**src/rtl/scan_pkg.sv**
```systemverilog
// Shared constants and state encoding for the multiplexed digit scanner.
package scan_pkg;

  localparam int unsigned DIV_DEF   = 4;
  localparam int unsigned BLANK_DEF = 2;
  localparam int unsigned N_DIGITS  = 4;
  localparam int unsigned IDX_W     = 2;
  localparam int unsigned NIB_W     = 4;
  localparam int unsigned CNT_W     = 16;

  typedef enum logic [1:0] {
    ST_IDLE = 2'd0,
    ST_BLNK = 2'd1,
    ST_SHOW = 2'd2
  } state_e;

endpackage

```
**src/rtl/digit_scan_ctrl_if.sv**
```systemverilog
// Control inputs and decoder-side outputs of the digit scanner.
interface digit_scan_ctrl_if;
  import scan_pkg::*;

  logic                RUN;
  logic [N_DIGITS-1:0] MASK;
  logic [NIB_W-1:0]    D0;
  logic [NIB_W-1:0]    D1;
  logic [NIB_W-1:0]    D2;
  logic [NIB_W-1:0]    D3;
  logic                A0;
  logic                A1;
  logic                EN;
  logic [NIB_W-1:0]    DIG_DATA;
  logic                FRAME;

  modport master (
    output RUN, MASK, D0, D1, D2, D3,
    input  A0, A1, EN, DIG_DATA, FRAME
  );

  modport slave (
    input  RUN, MASK, D0, D1, D2, D3,
    output A0, A1, EN, DIG_DATA, FRAME
  );
endinterface

```
**src/rtl/scan_next_sel.sv**
```systemverilog
// Picks the next enabled digit scanning upward from cur+1 with wrap 3->0.
// A lone enabled current digit reselects itself and counts as a wrap.
module scan_next_sel
  import scan_pkg::*;
(
  input  logic [IDX_W-1:0]    cur_i,
  input  logic [N_DIGITS-1:0] mask_i,
  output logic [IDX_W-1:0]    nxt_c_o,
  output logic                wrap_c_o,
  output logic                none_c_o
);

  logic [IDX_W-1:0] cand;

  // Walk candidates farthest-first so the nearest enabled one wins.
  always_comb begin
    nxt_c_o = cur_i;
    cand    = '0;
    for (int k = N_DIGITS; k >= 1; k--) begin
      cand = cur_i + IDX_W'(k);
      if (mask_i[cand]) nxt_c_o = cand;
    end
    none_c_o = ~|mask_i;
    wrap_c_o = !none_c_o && (nxt_c_o <= cur_i);
  end

endmodule

```
**src/rtl/digit_scan_ctrl.sv**
```systemverilog
// Time-multiplexed 4-digit display scanner with registered decoder outputs.
// Optional feature macro SCAN_BLANK_EN: adds a dark BLNK gap before each digit.
module digit_scan_ctrl
  import scan_pkg::*;
#(
  parameter int unsigned DIV   = DIV_DEF,
  parameter int unsigned BLANK = BLANK_DEF
) (
  input logic               CLK,
  input logic               RST,
  digit_scan_ctrl_if.slave  bus
);

  if (DIV < 2 || DIV > 65535) begin : g_bad_div
    $error("digit_scan_ctrl: DIV out of range 2..65535");
  end
  if (BLANK < 1 || BLANK > 255) begin : g_bad_blank
    $error("digit_scan_ctrl: BLANK out of range 1..255");
  end

  localparam logic [CNT_W-1:0] DIV_LAST = CNT_W'(DIV - 1);
`ifdef SCAN_BLANK_EN
  localparam logic [CNT_W-1:0] BLANK_LAST = CNT_W'(BLANK - 1);
  localparam state_e           ST_FIRST   = ST_BLNK;
`else
  localparam state_e           ST_FIRST   = ST_SHOW;
`endif

  state_e            state_q, state_d;
  logic [CNT_W-1:0]  cnt_q, cnt_d;
  logic [IDX_W-1:0]  idx_q, idx_d;
  logic              en_q, en_d;
  logic              frame_q, frame_d;
  logic [NIB_W-1:0]  dig_q, dig_d;

  logic [IDX_W-1:0]  sel_cur;
  logic [IDX_W-1:0]  sel_nxt;
  logic              sel_wrap;
  logic              sel_none;
  logic [NIB_W-1:0]  d_arr [N_DIGITS];

  // Digit nibbles as an indexable array.
  always_comb begin
    d_arr[0] = bus.D0;
    d_arr[1] = bus.D1;
    d_arr[2] = bus.D2;
    d_arr[3] = bus.D3;
  end

  // From IDLE, searching upward from digit 3 yields the lowest set bit.
  assign sel_cur = (state_q == ST_IDLE) ? IDX_W'(N_DIGITS - 1) : idx_q;

  scan_next_sel u_next_sel (
    .cur_i    (sel_cur),
    .mask_i   (bus.MASK),
    .nxt_c_o  (sel_nxt),
    .wrap_c_o (sel_wrap),
    .none_c_o (sel_none)
  );

  // Next-state, slot counter and next values of the registered outputs.
  always_comb begin
    state_d = state_q;
    cnt_d   = cnt_q;
    idx_d   = idx_q;
    frame_d = 1'b0;
    en_d    = 1'b1;
    dig_d   = '0;

    case (state_q)
      ST_IDLE: begin
        if (bus.RUN && !sel_none) begin
          state_d = ST_FIRST;
          idx_d   = sel_nxt;
          cnt_d   = '0;
        end
      end
`ifdef SCAN_BLANK_EN
      ST_BLNK: begin
        if (cnt_q == BLANK_LAST) begin
          cnt_d   = '0;
          state_d = sel_none ? ST_IDLE : ST_SHOW;
        end else begin
          cnt_d = cnt_q + CNT_W'(1);
        end
      end
`endif
      ST_SHOW: begin
        if (cnt_q == DIV_LAST) begin
          cnt_d = '0;
          if (sel_none) begin
            state_d = ST_IDLE;
          end else begin
            state_d = ST_FIRST;
            idx_d   = sel_nxt;
            frame_d = sel_wrap;
          end
        end else begin
          cnt_d = cnt_q + CNT_W'(1);
        end
      end
      default: begin
        state_d = ST_IDLE;
        cnt_d   = '0;
      end
    endcase

    // Dropping RUN parks the scanner but keeps the last address.
    if (!bus.RUN) begin
      state_d = ST_IDLE;
      cnt_d   = '0;
      idx_d   = idx_q;
      frame_d = 1'b0;
    end

    en_d  = !((state_d == ST_SHOW) && bus.MASK[idx_d]);
    dig_d = (state_d == ST_IDLE) ? '0 : d_arr[idx_d];
  end

  // State and output registers with synchronous reset.
  always_ff @(posedge CLK) begin
    if (RST) begin
      state_q <= ST_IDLE;
      cnt_q   <= '0;
      idx_q   <= '0;
      en_q    <= 1'b1;
      frame_q <= 1'b0;
      dig_q   <= '0;
    end else begin
      state_q <= state_d;
      cnt_q   <= cnt_d;
      idx_q   <= idx_d;
      en_q    <= en_d;
      frame_q <= frame_d;
      dig_q   <= dig_d;
    end
  end

  assign bus.A0       = idx_q[1];
  assign bus.A1       = idx_q[0];
  assign bus.EN       = en_q;
  assign bus.DIG_DATA = dig_q;
  assign bus.FRAME    = frame_q;

endmodule

```
**src/flat_wrapper.sv**
```systemverilog
// flat-port wrapper written by rule: the top's interface ports become plain ports
module digit_scan_ctrl_flat import scan_pkg::*;
#(
  parameter int unsigned DIV   = DIV_DEF,
  parameter int unsigned BLANK = BLANK_DEF
)
  (CLK, RST, bus_RUN, bus_MASK, bus_D0, bus_D1, bus_D2, bus_D3, bus_A0, bus_A1, bus_EN, bus_DIG_DATA, bus_FRAME);
  digit_scan_ctrl_if bus_i ();
  input logic CLK;
  input logic RST;
  input wire logic [$bits(bus_i.RUN)-1:0] bus_RUN;
  input wire logic [$bits(bus_i.MASK)-1:0] bus_MASK;
  input wire logic [$bits(bus_i.D0)-1:0] bus_D0;
  input wire logic [$bits(bus_i.D1)-1:0] bus_D1;
  input wire logic [$bits(bus_i.D2)-1:0] bus_D2;
  input wire logic [$bits(bus_i.D3)-1:0] bus_D3;
  output wire logic [$bits(bus_i.A0)-1:0] bus_A0;
  output wire logic [$bits(bus_i.A1)-1:0] bus_A1;
  output wire logic [$bits(bus_i.EN)-1:0] bus_EN;
  output wire logic [$bits(bus_i.DIG_DATA)-1:0] bus_DIG_DATA;
  output wire logic [$bits(bus_i.FRAME)-1:0] bus_FRAME;
  assign bus_i.RUN = bus_RUN;
  assign bus_i.MASK = bus_MASK;
  assign bus_i.D0 = bus_D0;
  assign bus_i.D1 = bus_D1;
  assign bus_i.D2 = bus_D2;
  assign bus_i.D3 = bus_D3;
  assign bus_A0 = bus_i.A0;
  assign bus_A1 = bus_i.A1;
  assign bus_EN = bus_i.EN;
  assign bus_DIG_DATA = bus_i.DIG_DATA;
  assign bus_FRAME = bus_i.FRAME;
  digit_scan_ctrl #(.DIV(DIV), .BLANK(BLANK)) u_core (.CLK(CLK), .RST(RST), .bus(bus_i));
endmodule
```
**config.mk**
```make
export PLATFORM = sky130hd
export DESIGN_NAME = digit_scan_ctrl_flat
export DESIGN_NICKNAME = d
export VERILOG_FILES = /design/src/rtl/scan_pkg.sv /design/src/rtl/digit_scan_ctrl_if.sv /design/src/rtl/scan_next_sel.sv /design/src/rtl/digit_scan_ctrl.sv /design/src/flat_wrapper.sv
export SDC_FILE = /design/constraint.sdc
export NUM_CORES = 1
export LEC_CHECK = 0
export CAP_MARGIN = 10
export CORE_MARGIN = 1.5
export CORE_UTILIZATION = 51
export DETAILED_ROUTE_END_ITERATION = 10
export PLACE_DENSITY = 0.83
export RECOVER_POWER = 50
export SKIP_LAST_GASP = 1
export SLEW_MARGIN = 20
export SYNTH_ARGS = -nofsm -noshare
export SYNTH_HDL_FRONTEND = slang
export SYNTH_SLANG_ARGS = --single-unit
export TNS_END_PERCENT = 30
```
**constraint.sdc**
```tcl
create_clock -name CLK -period 2.64 [get_ports CLK]
set_clock_uncertainty 0.15 [all_clocks]
set_input_delay 0.396 -clock CLK [delete_from_list [all_inputs] [get_ports CLK]]
set_output_delay 0.396 -clock CLK [all_outputs]
set_load 0.01 [all_outputs]
```
==> results.toml <==
[placed_design]
dp.cells = 307
dp_hpwl_microns = 3230
portBuffers = 30
routabilityCongestion = 0.892

[yosys]
synth-edff-count = 0
synthDistinctLibCells = 52
synth_ff_type = "dfxtp_1"
yosysTopAreaCell = "dfxtp_1"
synth_cells = 233
async_flop_share = 0
syn_avg_cell_area_sq_um = 7.54
netlist_area_sq_mm = 0.00176
ys_top_cells_by_area = "dfxtp_1, nand2_1, a21oi_1"
yosysSeqAreaShare = 0.296
synth_warnings = 0
synth_fp_nets = 258
yosys.area.top_type_share = 0.296
ys_ff_latch = 26

[final_layout]
drive_gt1_frac = 0.102
nets = 291
nFillCells = 306
instances_no_fill = 311
antenna_cells = 0
multi_input_area_sq_mm = 0.00114
seq_area_sq_um = 520
mostFrequentLayoutCell = "nand2_1"
layout_common_cells = "nand2_1, dfxtp_1, clkdlybuf4s50_1"
area_growth_pct = 24.1

[drt]
postRouteAntennaNets = 0
wl_per_cell_microns = 14.1
drt_iter0_markers = 93
vias_per_cell = 6.07
drcViolationCount = 0
dr.pass1.iters = 4
vias = 1889
drt_wl_total_microns = 4380

[timing]
rsz0062_at_grt = "false"
finalCritPeriodShare = 0.952
hold_violations = 0
setup-tns-final_ns = 0
slew_violations = 0
max_freq_ghz = 0.398
period_needed_ns = 2.51
finalSetupViolations = 0

[global_routing]
grt_max_degree = 23
antenna_found_initial = 0
grt_pass1_wl_microns = 7000
grt_pass1_vias = 1630
track_usage = 0.243
globalRoute.totalOverflow = 0

[setup_path]
crit_type = "primary input to flop"
crit_required_ns = 2.71
crit_path_end_kind = "flop"
worst-endpoint-arrival_ns = 2.59
start_kind = "primary input"
crit_fanout = 6

[clocking]
clk_latency_ns = 0.32
cts_tree = "done"
post_cts_buffers = 0
clockRootBuffer = "clkbuf_4"
h-tree-depth = 1
cts_resized = 0
cts_buffers = 3
hold_buffers = 0
clkTransAtPathRegs_ns = 0.14
cts_sinks = 26
clockBufferDepth = 2

[floorplanning]
die_w_microns = 61.7
die_area_sq_mm = 0.00381
start_util = 0.531
fp.dieH_microns = 61.7
core_area_sq_mm = 0.00331
rows = 21
io_pins = 31

[outcome]
outcome = "complete, no violations"

[run]
drv_cap = 0

[pwr]
p_leak_nw = 0.763
vdd_ir_drop_max_mv = 0.257
power_density_mw_per_mm2 = 386
p_total_mw = 0.842

[hold_path]
hp-class = "flop to flop"
## metal layers
layer,GRT usage,wire (microns),up-vias,part of all wire
met4,0.106,77,0,0.018
met1,0.331,1960,885,0.45
met3,0.0228,215,8,0.049
li1,-,-,941,-
met5,0,0,-,0
met2,0.394,2130,55,0.49
## cells by family (layout without fill, tap and decap cells)
kind of cell | after synthesis | in the layout | synth area share
other | 1 | 1 | 0.00213
xor gates and xnor gates | 1 | 1 | 0.00498
adders and majority gates | 2 | 2 | 0.0142
AOI/OAI and AO/OA | 62 | 62 | 0.222
buffers and inverters | 19 | 51 | 0.0548
and+or+nand+nor | 116 | 116 | 0.360
muxes | 6 | 6 | 0.0456
DFF | 26 | 26 | 0.296
## report_power, final
part           switching [mW]  leakage (nW)  internal, mW
combinational          0.0795         0.524        0.0848
clock                   0.117        0.0279         0.154
sequential            0.00843         0.210         0.399
## area by class of cell
type / count / area share
Clock buffer: 3 / 0.0103
Clock inverter: 1 / 0.0138
Inverter: 4 / 0.00688
Multi-Input combinational cell: 188 / 0.524
Sequential cell: 26 / 0.239
Tap cell: 46 / 0.0264
Timing Repair Buffer: 43 / 0.181
## stage by stage
step	hold WS (ns)	area, sq um	setup slack (ns)	utilization
after floorplan	0.296	1760	0.303	-
after global placement	0.318	2140	-0.0773	0.646
after detailed placement	0.312	2140	-0.123	0.646
after CTS	0.335	2190	0.220	0.661
after global routing	0.385	2180	0.0371	0.659
final	0.346	2180	0.126	0.659
## synthesized netlist by cell type, types with 2 or more instances
master / number
nor2_1: 18
nor3b_1: 3
buf_2: 7
nor3_1: 7
nand2_1: 33
nand4_1: 6
and3_1: 3
nand3b_1: 2
nand3_1: 12
a21oi_1: 18
mux2i_1: 2
buf_6: 2
or3_1: 5
o31a_1: 3
a41oi_1: 3
inv_1: 4
nor4_1: 7
a31oi_1: 3
mux2_4: 4
nor2b_1: 2
dfxtp_1: 26
o21ai_0: 13
nand2b_1: 3
a311oi_1: 4
o22ai_1: 9
ha_1: 2
nor4b_1: 3
a22oi_1: 2
clkbuf_1: 4
## state kept, by name, indices dropped and copies added, names as in the netlist
name	count
u_core.bus.EN	1
u_core.bus.DIG_DATA	4
u_core.state_q	2
u_core.cnt_q	16
u_core.bus.FRAME	1
u_core.idx_q	2
## critical path, cell delays in order
cell and delay, ns:
clkdlybuf4s50_1 0.42, or4_1 0.60, nand2_4 0.10, nor4_1 0.05, a32o_2 0.30, nor3_4 0.38, mux2_4 0.34
## final timing paths
| path | cells after the start | slack [ns] | end | start |
|---|---|---|---|---|
| worst max-delay path | 7 | 0.13 | u_core.bus.DIG_DATA[3] | bus_MASK[1] |
| worst min-delay path | 1 | 0.35 | u_core.cnt_q[15] | u_core.cnt_q[15] |
| worst min register to register | 1 | 0.35 | u_core.cnt_q[15] | u_core.cnt_q[15] |
| worst max register to register | 6 | 0.19 | u_core.bus.DIG_DATA[3] | u_core.idx_q[1] |
Note: power is estimated with default switching activity, not from simulation.
